[src/rtl/seg7_scroll_driver.sv]
// Multiplexed 7-segment driver with a writable message buffer and a scroll engine.
// Optional macro DIM_EN adds a brightness input and 3-bit PWM dimming of the segments.
module seg7_scroll_driver #(
    parameter int NUM_DIGITS  = 4,
    parameter int MSG_DEPTH   = 32,
    parameter int SCAN_DIV    = 65536,
    parameter int SCROLL_DIV  = 50000000,
    parameter int PAUSE_TICKS = 2
) (
    input  logic                         clk,
    input  logic                         rst_n,
    input  logic                         wr_en,
    input  logic [$clog2(MSG_DEPTH)-1:0] wr_addr,
    input  logic [4:0]                   wr_data,
    input  logic [$clog2(MSG_DEPTH):0]   msg_len,
    input  logic                         scroll_en,
`ifdef DIM_EN
    input  logic [2:0]                   brightness,
`endif
    output logic                         scroll_wrap,
    output logic [$clog2(MSG_DEPTH)-1:0] offset,
    output logic [NUM_DIGITS-1:0]        grounds,
    output logic [6:0]                   display,
    output logic [1:0]                   fsm_state
);

    localparam int AW  = $clog2(MSG_DEPTH);
    localparam int DW  = $clog2(NUM_DIGITS);
    localparam int SCW = $clog2(SCAN_DIV);
    localparam int ROW = $clog2(SCROLL_DIV);
    localparam int PW  = (PAUSE_TICKS > 1) ? $clog2(PAUSE_TICKS) : 1;
    localparam logic [AW:0] ND_LEN = (AW+1)'(NUM_DIGITS);

    typedef enum logic [1:0] {IDLE = 2'd0, RUN = 2'd1, PAUSE = 2'd2} state_t;

    state_t          state;
    logic [SCW-1:0]  scan_cnt;
    logic [ROW-1:0]  scroll_cnt;
    logic [PW-1:0]   pause_cnt;
    logic [DW-1:0]   digit;
    logic            scan_tick;
    logic            scroll_tick;
    logic            active;
    logic [AW:0]     max_off;
    logic [AW:0]     idx;
    logic [4:0]      entry;
    logic            blank;
    logic            lit;
    logic [4:0]      mem [MSG_DEPTH];

    function automatic logic [6:0] hex_glyph(input logic [3:0] h);
        logic [6:0] g;
        case (h)
            4'h0: g = 7'h01;
            4'h1: g = 7'h4F;
            4'h2: g = 7'h12;
            4'h3: g = 7'h06;
            4'h4: g = 7'h4C;
            4'h5: g = 7'h24;
            4'h6: g = 7'h20;
            4'h7: g = 7'h0F;
            4'h8: g = 7'h00;
            4'h9: g = 7'h04;
            4'hA: g = 7'h08;
            4'hB: g = 7'h60;
            4'hC: g = 7'h31;
            4'hD: g = 7'h42;
            4'hE: g = 7'h30;
            default: g = 7'h38;
        endcase
        return g;
    endfunction

    always_ff @(posedge clk) begin
        if (wr_en) mem[wr_addr] <= wr_data;
    end

    assign scan_tick   = (scan_cnt == SCW'(SCAN_DIV - 1));
    assign scroll_tick = (scroll_cnt == ROW'(SCROLL_DIV - 1));
    assign active      = scroll_en && (msg_len > ND_LEN);
    assign max_off     = active ? (msg_len - ND_LEN) : '0;
    assign fsm_state   = state;

    // Window index is one bit wider than offset so it never wraps into the buffer.
    assign idx   = {1'b0, offset} + (AW+1)'(digit);
    assign entry = mem[idx[AW-1:0]];
    assign blank = idx[AW] || (idx >= msg_len) || entry[4];

`ifdef DIM_EN
    logic [2:0] pwm;
    always_ff @(posedge clk or negedge rst_n) begin
        if (!rst_n) pwm <= 3'd0;
        else        pwm <= pwm + 3'd1;
    end
    assign lit = !blank && (pwm <= brightness);
`else
    assign lit = !blank;
`endif

    // digit leads by one clk; grounds and display are registered together from it.
    always_ff @(posedge clk or negedge rst_n) begin
        if (!rst_n) begin
            scan_cnt <= '0;
            digit    <= '0;
            grounds  <= NUM_DIGITS'(1);
            display  <= 7'h7F;
        end else begin
            scan_cnt <= scan_tick ? '0 : scan_cnt + SCW'(1);
            if (scan_tick)
                digit <= (digit == DW'(NUM_DIGITS - 1)) ? '0 : digit + DW'(1);
            grounds <= NUM_DIGITS'(1) << digit;
            display <= lit ? hex_glyph(entry[3:0]) : 7'h7F;
        end
    end

    always_ff @(posedge clk or negedge rst_n) begin
        if (!rst_n) begin
            state       <= IDLE;
            offset      <= '0;
            scroll_cnt  <= '0;
            pause_cnt   <= '0;
            scroll_wrap <= 1'b0;
        end else begin
            scroll_wrap <= 1'b0;
            if (!active) begin
                state      <= IDLE;
                scroll_cnt <= '0;
                pause_cnt  <= '0;
                if (msg_len <= ND_LEN) offset <= '0;
            end else begin
                case (state)
                    IDLE: begin
                        state      <= RUN;
                        scroll_cnt <= '0;
                    end
                    RUN, PAUSE: begin
                        scroll_cnt <= scroll_tick ? '0 : scroll_cnt + ROW'(1);
                        if (scroll_tick) begin
                            if (state == RUN) begin
                                // >= also catches an offset stranded past a shrunken msg_len.
                                if ({1'b0, offset} >= max_off) begin
                                    offset      <= '0;
                                    scroll_wrap <= 1'b1;
                                    pause_cnt   <= '0;
                                    if (PAUSE_TICKS > 0) state <= PAUSE;
                                end else begin
                                    offset <= offset + AW'(1);
                                end
                            end else if (pause_cnt == PW'(PAUSE_TICKS - 1)) begin
                                state <= RUN;
                            end else begin
                                pause_cnt <= pause_cnt + PW'(1);
                            end
                        end
                    end
                    default: state <= IDLE;
                endcase
            end
        end
    end

endmodule
[config.mk]
export PLATFORM = sky130hd
export DESIGN_NAME = seg7_scroll_driver
export DESIGN_NICKNAME = d
export VERILOG_FILES = /design/src/rtl/seg7_scroll_driver.sv
export SDC_FILE = /design/constraint.sdc
export NUM_CORES = 1
export LEC_CHECK = 0
export ABC_AREA = 1
export BUFFER_PORTS_ARGS = -buffer_cell sky130_fd_sc_hd__buf_2
export CORE_AREA = 2 2 139 141
export CTS_BUF_LIST = sky130_fd_sc_hd__clkbuf_4
export DETAILED_ROUTE_END_ITERATION = 6
export DIE_AREA = 0 0 141 143
export PLACE_DENSITY = 0.76
export SLEW_MARGIN = 40
export SYNTH_ARGS = -nofsm -noshare
export SYNTH_HDL_FRONTEND = slang
export SYNTH_SLANG_ARGS = --single-unit
[constraint.sdc]
create_clock -name clk -period 3.1 [get_ports clk]
set_input_delay 0 -clock clk [delete_from_list [all_inputs] [get_ports clk]]
set_output_delay 0 -clock clk [all_outputs]
set_load 0.1 [all_outputs]
Word-level counts from Yosys, hierarchy flattened
Memories as Yosys holds them, arrays and structs flattened.
Index checks and enable logic that the tools add are counted.
{"block": "word_totals", "reg_bits": 64, "mem_bits_rw": 160, "rom_bits": 112, "memories": 2}
{"block": "op_classes", "n_addsub": 7, "magnitude_cmp": 4, "eq_ne": 13, "shift": 1, "muxes": 32, "n_reduce_logical": 9}
{"memory": "mem", "depth": 32, "word_bits": 5, "rd": 1, "rd_ports_with_merged_regs": 0, "write_ports": 1, "line": "49", "source": "logic [4:0] mem [MSG_DEPTH];"}
{"memory": "(name not given)", "depth": 16, "word_bits": 7, "rd": 1, "rd_ports_with_merged_regs": 0, "write_ports": 0, "line": "53", "source": "case (h)"}
{"cell": "26-bit two-way mux", "n": 2}
{"cell": "26-bit one-hot mux with 2 select lines", "n": 1}
{"cell": "5-bit two-way mux", "n": 6}
{"cell": "26-bit by 1-bit adder with 26-bit output, second input constant", "n": 1}
{"cell": "26-bit equality test, second input constant", "n": 1}
{"cell": "16-bit by 1-bit adder with 16-bit output, second input constant", "n": 1}
{"cell": "16-bit equality test, second input constant", "n": 1}
{"cell": "16-bit two-way mux", "n": 1}
{"cell": "1-bit two-way mux", "n": 13}
{"cell": "2-bit two-way mux", "n": 6}
{"cell": "4-bit != test, second input constant", "n": 2}
{"cell": "7-bit two-way mux", "n": 1}
{"cell": "5-bit by 2-bit adder with 6-bit output", "n": 1}
{"cell": "5-bit by 6-bit >= comparator with 1-bit output", "n": 1}
{"cell": "6-bit >= comparator", "n": 1}
{"cell": "6-bit by 3-bit > comparator with 1-bit output, second input constant", "n": 1}
{"cell": "6-bit by 3-bit less-or-equal comparator with 1-bit output, second input constant", "n": 1}
{"cell": "6-bit two-way mux", "n": 1}
{"cell": "3-bit AND reduction", "n": 2}
{"cell": "6-bit by 3-bit subtractor with 6-bit output, second input constant", "n": 1}
{"cell": "5-bit by 1-bit adder with 5-bit output, second input constant", "n": 1}
{"cell": "2-bit equality test, second input constant", "n": 2}
{"cell": "2-bit by 1-bit != test with 1-bit output, second input constant", "n": 2}
{"cell": "2-bit one-hot mux with 2 select lines", "n": 1}
{"cell": "other kinds (14)", "n": 15}

Longest topological paths before layout
{"block": "depth", "depth_word": 9, "mapped_depth": 20, "mapped_depth_nobuf": 20}

Least setup slack after synthesis
No wires, ideal clock.
{"block": "synth_path", "path_type": "register to register", "startpoint": "reg offset[0]", "endpoint": "reg display[3]", "setup_time_ns": 0.084, "arrival_time_ns": 3.236, "t_required_ns": 3.016, "path_slack_ns": -0.221, "path_stages_with_launch": 16, "synth_period_minus_slack_ns": 3.321, "path_cell_list": "dfrtp_1 > ha_1 > fa_1 > buf_4 > inv_2 > buf_2 > nand3_1 > nand3_1 > nand3_1 > nand3_1 > nand2_1 > inv_1 > ha_1 > nand3b_1 > nand3_1 > nand3_1"}
{"block": "synth_via", "elab_chain_cells": 5, "word_cells_on_any_way": 7}
{"item": "from (decl)", "line": "21", "source": "output logic [$clog2(MSG_DEPTH)-1:0] offset,"}
{"item": "from (signal assigned)", "line": "147", "source": "offset <= offset + AW'(1);"}
{"item": "5-bit by 2-bit adder with 6-bit output *", "line": "85", "source": "assign idx = {1'b0, offset} + (AW+1)'(digit);"}
{"item": "parallel branches: the longest is 3 deep, another holds memory read 16 x 7 bit"}
{"item": "7-bit two-way mux *", "line": "112", "source": "display <= lit ? hex_glyph(entry[3:0]) : 7'h7F;"}
{"item": "to (signal assigned)", "line": "112"}
{"item": "to (decl)", "line": "23", "source": "output logic [6:0] display,"}
Mark *: on every way between the ends.
A chain may end at the register's enable or synchronous reset.

Worst setup path after layout
{"block": "layout_path", "startpoint": "reg digit[0]", "endpoint": "reg display[5]"}
{"block": "layout_via", "elab_chain_cells": 5, "word_cells_on_any_way": 7}
{"item": "from (decl)", "line": "40", "source": "logic [DW-1:0] digit;"}
{"item": "from (signal assigned)", "line": "110", "source": "digit <= (digit == DW'(NUM_DIGITS - 1)) ? '0 : digit + DW'(1);"}
{"item": "5-bit by 2-bit adder with 6-bit output *", "line": "85"}
{"item": "parallel branches: the longest is 3 deep, another holds memory read 16 x 7 bit"}
{"item": "7-bit two-way mux *", "line": "112"}
Marked as above.

==> results summary <==
The flow ran to the end, but the final reports show violations. The checks that failed: design-rule violations. The final hold violation count came out at 0. The CTS sink count is ~220. Summing all multi-input logic gate instances after layout gives 0.003830 mm². On the final layout, the worst hold slack is 0.05713 ns. In this run, the number of DRC markers left after iteration 0 of detailed routing was approximately 770.

The worst-case clock skew came out at between 0.03 and 0.04 ns. Setup violations remaining at the end of the flow were counted as 0. The worst hold path belongs to the class in2reg.

The number of max-capacitance violations reported is 0. Clock-pin slew was measured on the worst setup and hold paths at around 0.070 ns. Registers take approximately 0.0064 mm². In the synthesized netlist the dominant register cell turns out to be sky130_fd_sc_hd__edfxtp_1. The standard-cell row count came out at 50. The share of total power dissipated in the clock network is just under 30%.

The placeable core area came out at between 0.015 and 0.02 mm². The aggregate routed wire length is between 20,000 and 25,000 µm. The first-pass iteration count of the detailed router came out at 7. Counting along the longest clock path gives a buffer depth of 3. The number of instances in the synthesized netlist came out at 1,153. The die is around 140 µm tall. By startpoint and endpoint, the worst setup path is classified as reg2reg. The launching point of the worst reg2reg path is digit[0]$_DFFE_PN0N_. The startpoint identified for the worst hold timing path is msg_len[0]. The clock latency on the worst-skew pair is about 0.7 ns.

The initial cell density of the core came out at 59.00%. The die covers between 0.02 and 0.025 mm². The average footprint of a synthesized cell is between 9 and 10 µm². Headroom to the max-slew limit came out at 56.14%. The number of max-slew violations in the final report came out at 0. Setup repair after global routing left no endpoint under its margin. Dividing the detail-routed via count by the number of cells gives 5.433. By instance count, the cell type seen most on the critical path is sky130_fd_sc_hd__nand2_1.

The cell area that synthesis handed to floorplanning was roughly 0.011 mm². In this run the clock root is driven by a sky130_fd_sc_hd__clkbuf_4. Global routing used between 20 and 25% of the available tracks. The number of unique standard cell types used by synthesis is between 40 and 50. The peak supply drop came out at roughly 0.00048 V. The worst setup path is launched from a flip-flop.

The minimum period implied by the final worst setup slack is approximately 2.9 ns. The net count of the finished layout is about 1,300. In this run, synthesis produced a sequential element count of about 220.

The final route contains between 8,000 and 9,000 vias. The count of input and output buffers is 38. The final setup TNS came out at 0 ns.

The average wire per standard cell is between 15 and 20 µm. The most critical setup path has its startpoint at digit[0]$_DFFE_PN0N_. The detail route stage leaves a number of antenna-violating nets equal to 0.

The net switching power figure is between 2 and 3 mW. The critical path arrival is ~3.5 ns. Once layout is complete, the utilization of the core stands at approximately 66%.

After layout, the worst path uses about 93% of the clock period. In this run the most used layer during global routing was met2. The total power consumption of the routed design is 8.174 mW.

The number of antenna violations at the first check in global routing came out at 1. For this run, the top clock speed supported by timing is ~350 MHz. The switching part of the total came out at 36.60%. The delay of the slowest cell on the worst path is between 0.6 and 0.7 ns. The critical path goes through ha_2, fa_2, buf_4, nor2_1, nand2_1, nand3_1, nand3_1, nand3_1, nand2_2, inv_1, ha_1, nand3b_1, nand2_1, nand2_1, nand2_1. The number of enable flip-flop cells after synthesis came out at 160. In this run, placement finished with an instance count of ~1,400. For the pin with the worst max-slew slack, the measured transition is roughly 0.66 ns. The part of the total power dissipated in sequential elements came out at a little over two fifths. The total overflow reported by the global router came out at 0.

The maximum number of pins on one net before global-route repair is 81. Cell internal power was estimated by the tool at between 5 and 6 mW. The met2 track utilization from global routing is ~42%. Yosys attributes the largest share of cell area to sky130_fd_sc_hd__edfxtp_1 (44%), sky130_fd_sc_hd__dfrtp_1 (13%), sky130_fd_sc_hd__nand2_1 (8.4%), sky130_fd_sc_hd__nand3_1 (5.8%), sky130_fd_sc_hd__nor2_1 (5.7%). The met3 global-route usage came out at 4.359%.

The cell area power density came out at about 660 mW/mm². For this design the top-level I/O count stands at 39. The fraction of registers with async set or reset after synthesis is between 20 and 30%. The post-detailed-route DRC marker count is 1. The total of warnings raised by yosys came out at 0. The standby leakage power is 5.143 nW. The worst setup path is captured at a flip-flop. The area share of the largest cell type after synthesis is approximately 44%.

For this run, global-route usage on met1 was measured as 31.55%. The largest fanout of any net on the critical path is 15. Synthesis produced a netlist with a net count of 1,206. The filler cells instantiated in the layout total ~1,500.

Sequential cells were found to cover between 50% and 60% of the synthesized design area. In this run, the combinational gates consume between 20 and 30% of the power. The TritonCTS clock tree is done. Summed over all instances, the cell type with the most area after synthesis is sky130_fd_sc_hd__edfxtp_1. The wire-length estimate of the detail-placed layout is roughly 16,000 µm.

The weighted congestion reported at the end of routability-driven placement is roughly 0.9. For this design, the slowest cell found on the critical path is sky130_fd_sc_hd__fa_2. The die outline width came out at between 100 and 150 µm.

The number of global-route vias before repair is between 7,000 and 8,000. The data required time of the worst path came out at roughly 3.7 ns. Cells with a size suffix above 1 make up roughly 15% of the layout.

The clock tree synthesis step divided the H-tree into 2 levels. The area growth from synthesis to layout is 12.29%. The non-filler instance count after layout is between 1,500 and 2,000.

The wire length of the first global-routing pass is 39,090 µm. The number of CTS-inserted buffers is 56.
[state kept, by name (all words and copies together) (netlist names), 2 cells and up]
signal	count
fsm_state	2
scroll_cnt	26
mem	160
offset	5
grounds	4
display	7
digit	2
scan_cnt	16
[cell type report]
class                           count  area share, %
Multi-Input combinational cell    757          31.11
Inverter                          135          4.116
Clock inverter                     24         0.8639
Antenna cell                        1        0.02033
Sequential cell                   224          52.14
Tap cell                          234          2.378
Timing Repair Buffer               73          4.492
Clock buffer                       80          4.879
[layer usage]
metal | up-vias | wire length, µm
met5 | - | 0
met1 | 3848 | 10220
li1 | 4080 | -
met3 | 62 | 1581
met4 | 0 | 651
met2 | 311 | 11720
[critical path: cells and delay by family, from the launching register on]
family / cells / cell delay, ns
flip-flops: 1 / 0.43
AND/OR/NAND/NOR: 10 / 0.90
buffers and inverters: 2 / 0.33
adder cells (fa/ha/maj): 3 / 1.15
[power groups by stage]
stage | logic [mW] | clock network [mW] | registers (mW)
CTS | 2.36 | 2.45 | 3.40
global route | 2.62 | 2.60 | 3.41
global placement | 2.29 | 0 | 3.47
floorplan | 1.35 | 0 | 3.90
finish | 2.38 | 2.39 | 3.40
detailed placement | 2.33 | 0 | 3.46
[kinds of logic (layout without fill, tap and decap cells)]
| family | after synthesis | in the layout | synth area share, % |
|---|---|---|---|
| muxes | 1 | 1 | 0.09131 |
| xor gates and xnor gates | 19 | 19 | 1.689 |
| and+or+nand+nor | 594 | 594 | 23.54 |
| AOI/OAI and AO/OA | 110 | 110 | 5.707 |
| DFF | 224 | 224 | 58.53 |
| buffers and inverters | 172 | 312 | 6.608 |
| adders and majority gates | 33 | 33 | 3.835 |
| other | 0 | 1 | 0 |
[per-stage QoR]
| stage | instance area (µm²) | worst slack (ns) |
|---|---|---|
| floorplan | 10970 | 0.08917 |
| global placement | 11410 | 0.2503 |
| detailed placement | 11410 | 0.1334 |
| CTS | 12290 | 0.09958 |
| global route | 12310 | 0.01867 |
| finish | 12310 | 0.2081 |
[final timing paths]
path                                         endpoint  slack [ns]  depth (start not counted)
setup / recovery                 display[5]$_DFF_PN1_        0.21                         15
hold / removal              scroll_cnt[6]$_DFFE_PN0P_        0.06                          7
setup reg to reg                 display[5]$_DFF_PN1_        0.21                         15
hold reg to reg                 scan_cnt[0]$_DFF_PN0_        0.46                          1
max in group asynchronous        display[4]$_DFF_PN1_        2.38                          4
min in group asynchronous  scroll_cnt[10]$_DFFE_PN0P_        0.44                          4
[cells in the mapped netlist (2+ instances only)]
master and count:
sky130_fd_sc_hd__ha_1 32, sky130_fd_sc_hd__inv_1 125, sky130_fd_sc_hd__xnor2_1 3, sky130_fd_sc_hd__dfstp_2 8
sky130_fd_sc_hd__buf_2 18, sky130_fd_sc_hd__buf_6 4, sky130_fd_sc_hd__nand2_2 7, sky130_fd_sc_hd__nand4_1 18
sky130_fd_sc_hd__edfxtp_1 160, sky130_fd_sc_hd__inv_2 9, sky130_fd_sc_hd__nand3_1 126, sky130_fd_sc_hd__clkbuf_1 8
sky130_fd_sc_hd__dfrtp_1 56, sky130_fd_sc_hd__o21bai_1 2, sky130_fd_sc_hd__nand3_2 4, sky130_fd_sc_hd__nand2_1 245
sky130_fd_sc_hd__nor4_1 4, sky130_fd_sc_hd__xor2_1 15, sky130_fd_sc_hd__a21oi_1 21, sky130_fd_sc_hd__nand3_4 2
sky130_fd_sc_hd__nor3_1 9, sky130_fd_sc_hd__o21ai_1 18, sky130_fd_sc_hd__nand3b_1 2, sky130_fd_sc_hd__nor2_1 166
sky130_fd_sc_hd__o211ai_1 18, sky130_fd_sc_hd__buf_4 7, sky130_fd_sc_hd__or2_1 2, sky130_fd_sc_hd__nor3b_1 2
sky130_fd_sc_hd__o21ai_0 46
[cell usage in the layout, fill, tap and decap left out, types with 3 or more instances in the layout]
cell / count
sky130_fd_sc_hd__nand3_2: 4
sky130_fd_sc_hd__buf_2: 38
sky130_fd_sc_hd__ha_1: 31
sky130_fd_sc_hd__nor4_1: 4
sky130_fd_sc_hd__dlygate4sd3_1: 15
sky130_fd_sc_hd__buf_12: 5
sky130_fd_sc_hd__o21ai_0: 46
sky130_fd_sc_hd__nand3_1: 126
sky130_fd_sc_hd__xnor2_1: 3
sky130_fd_sc_hd__nor3_1: 9
sky130_fd_sc_hd__buf_4: 15
sky130_fd_sc_hd__clkinv_2: 5
sky130_fd_sc_hd__dfrtp_1: 54
sky130_fd_sc_hd__xor2_1: 15
sky130_fd_sc_hd__o211ai_1: 18
sky130_fd_sc_hd__inv_2: 9
sky130_fd_sc_hd__nand2_1: 244
sky130_fd_sc_hd__clkinv_1: 18
sky130_fd_sc_hd__dfstp_2: 8
sky130_fd_sc_hd__nand4_1: 18
sky130_fd_sc_hd__nor2_1: 166
sky130_fd_sc_hd__edfxtp_1: 160
sky130_fd_sc_hd__a21oi_1: 21
sky130_fd_sc_hd__o21ai_1: 18
sky130_fd_sc_hd__nand2_2: 8
sky130_fd_sc_hd__clkbuf_4: 80
sky130_fd_sc_hd__inv_1: 125
[repair_timing]
item / CTS / global route
endpoints found under the hold margin: 367 / 0
hold buffers: 16 / 0
setup endpoints to repair: 0 / 6
setup buffers: 0 / 2
gates resized for setup: 0 / 1
Note: power is estimated with default switching activity, not from simulation.
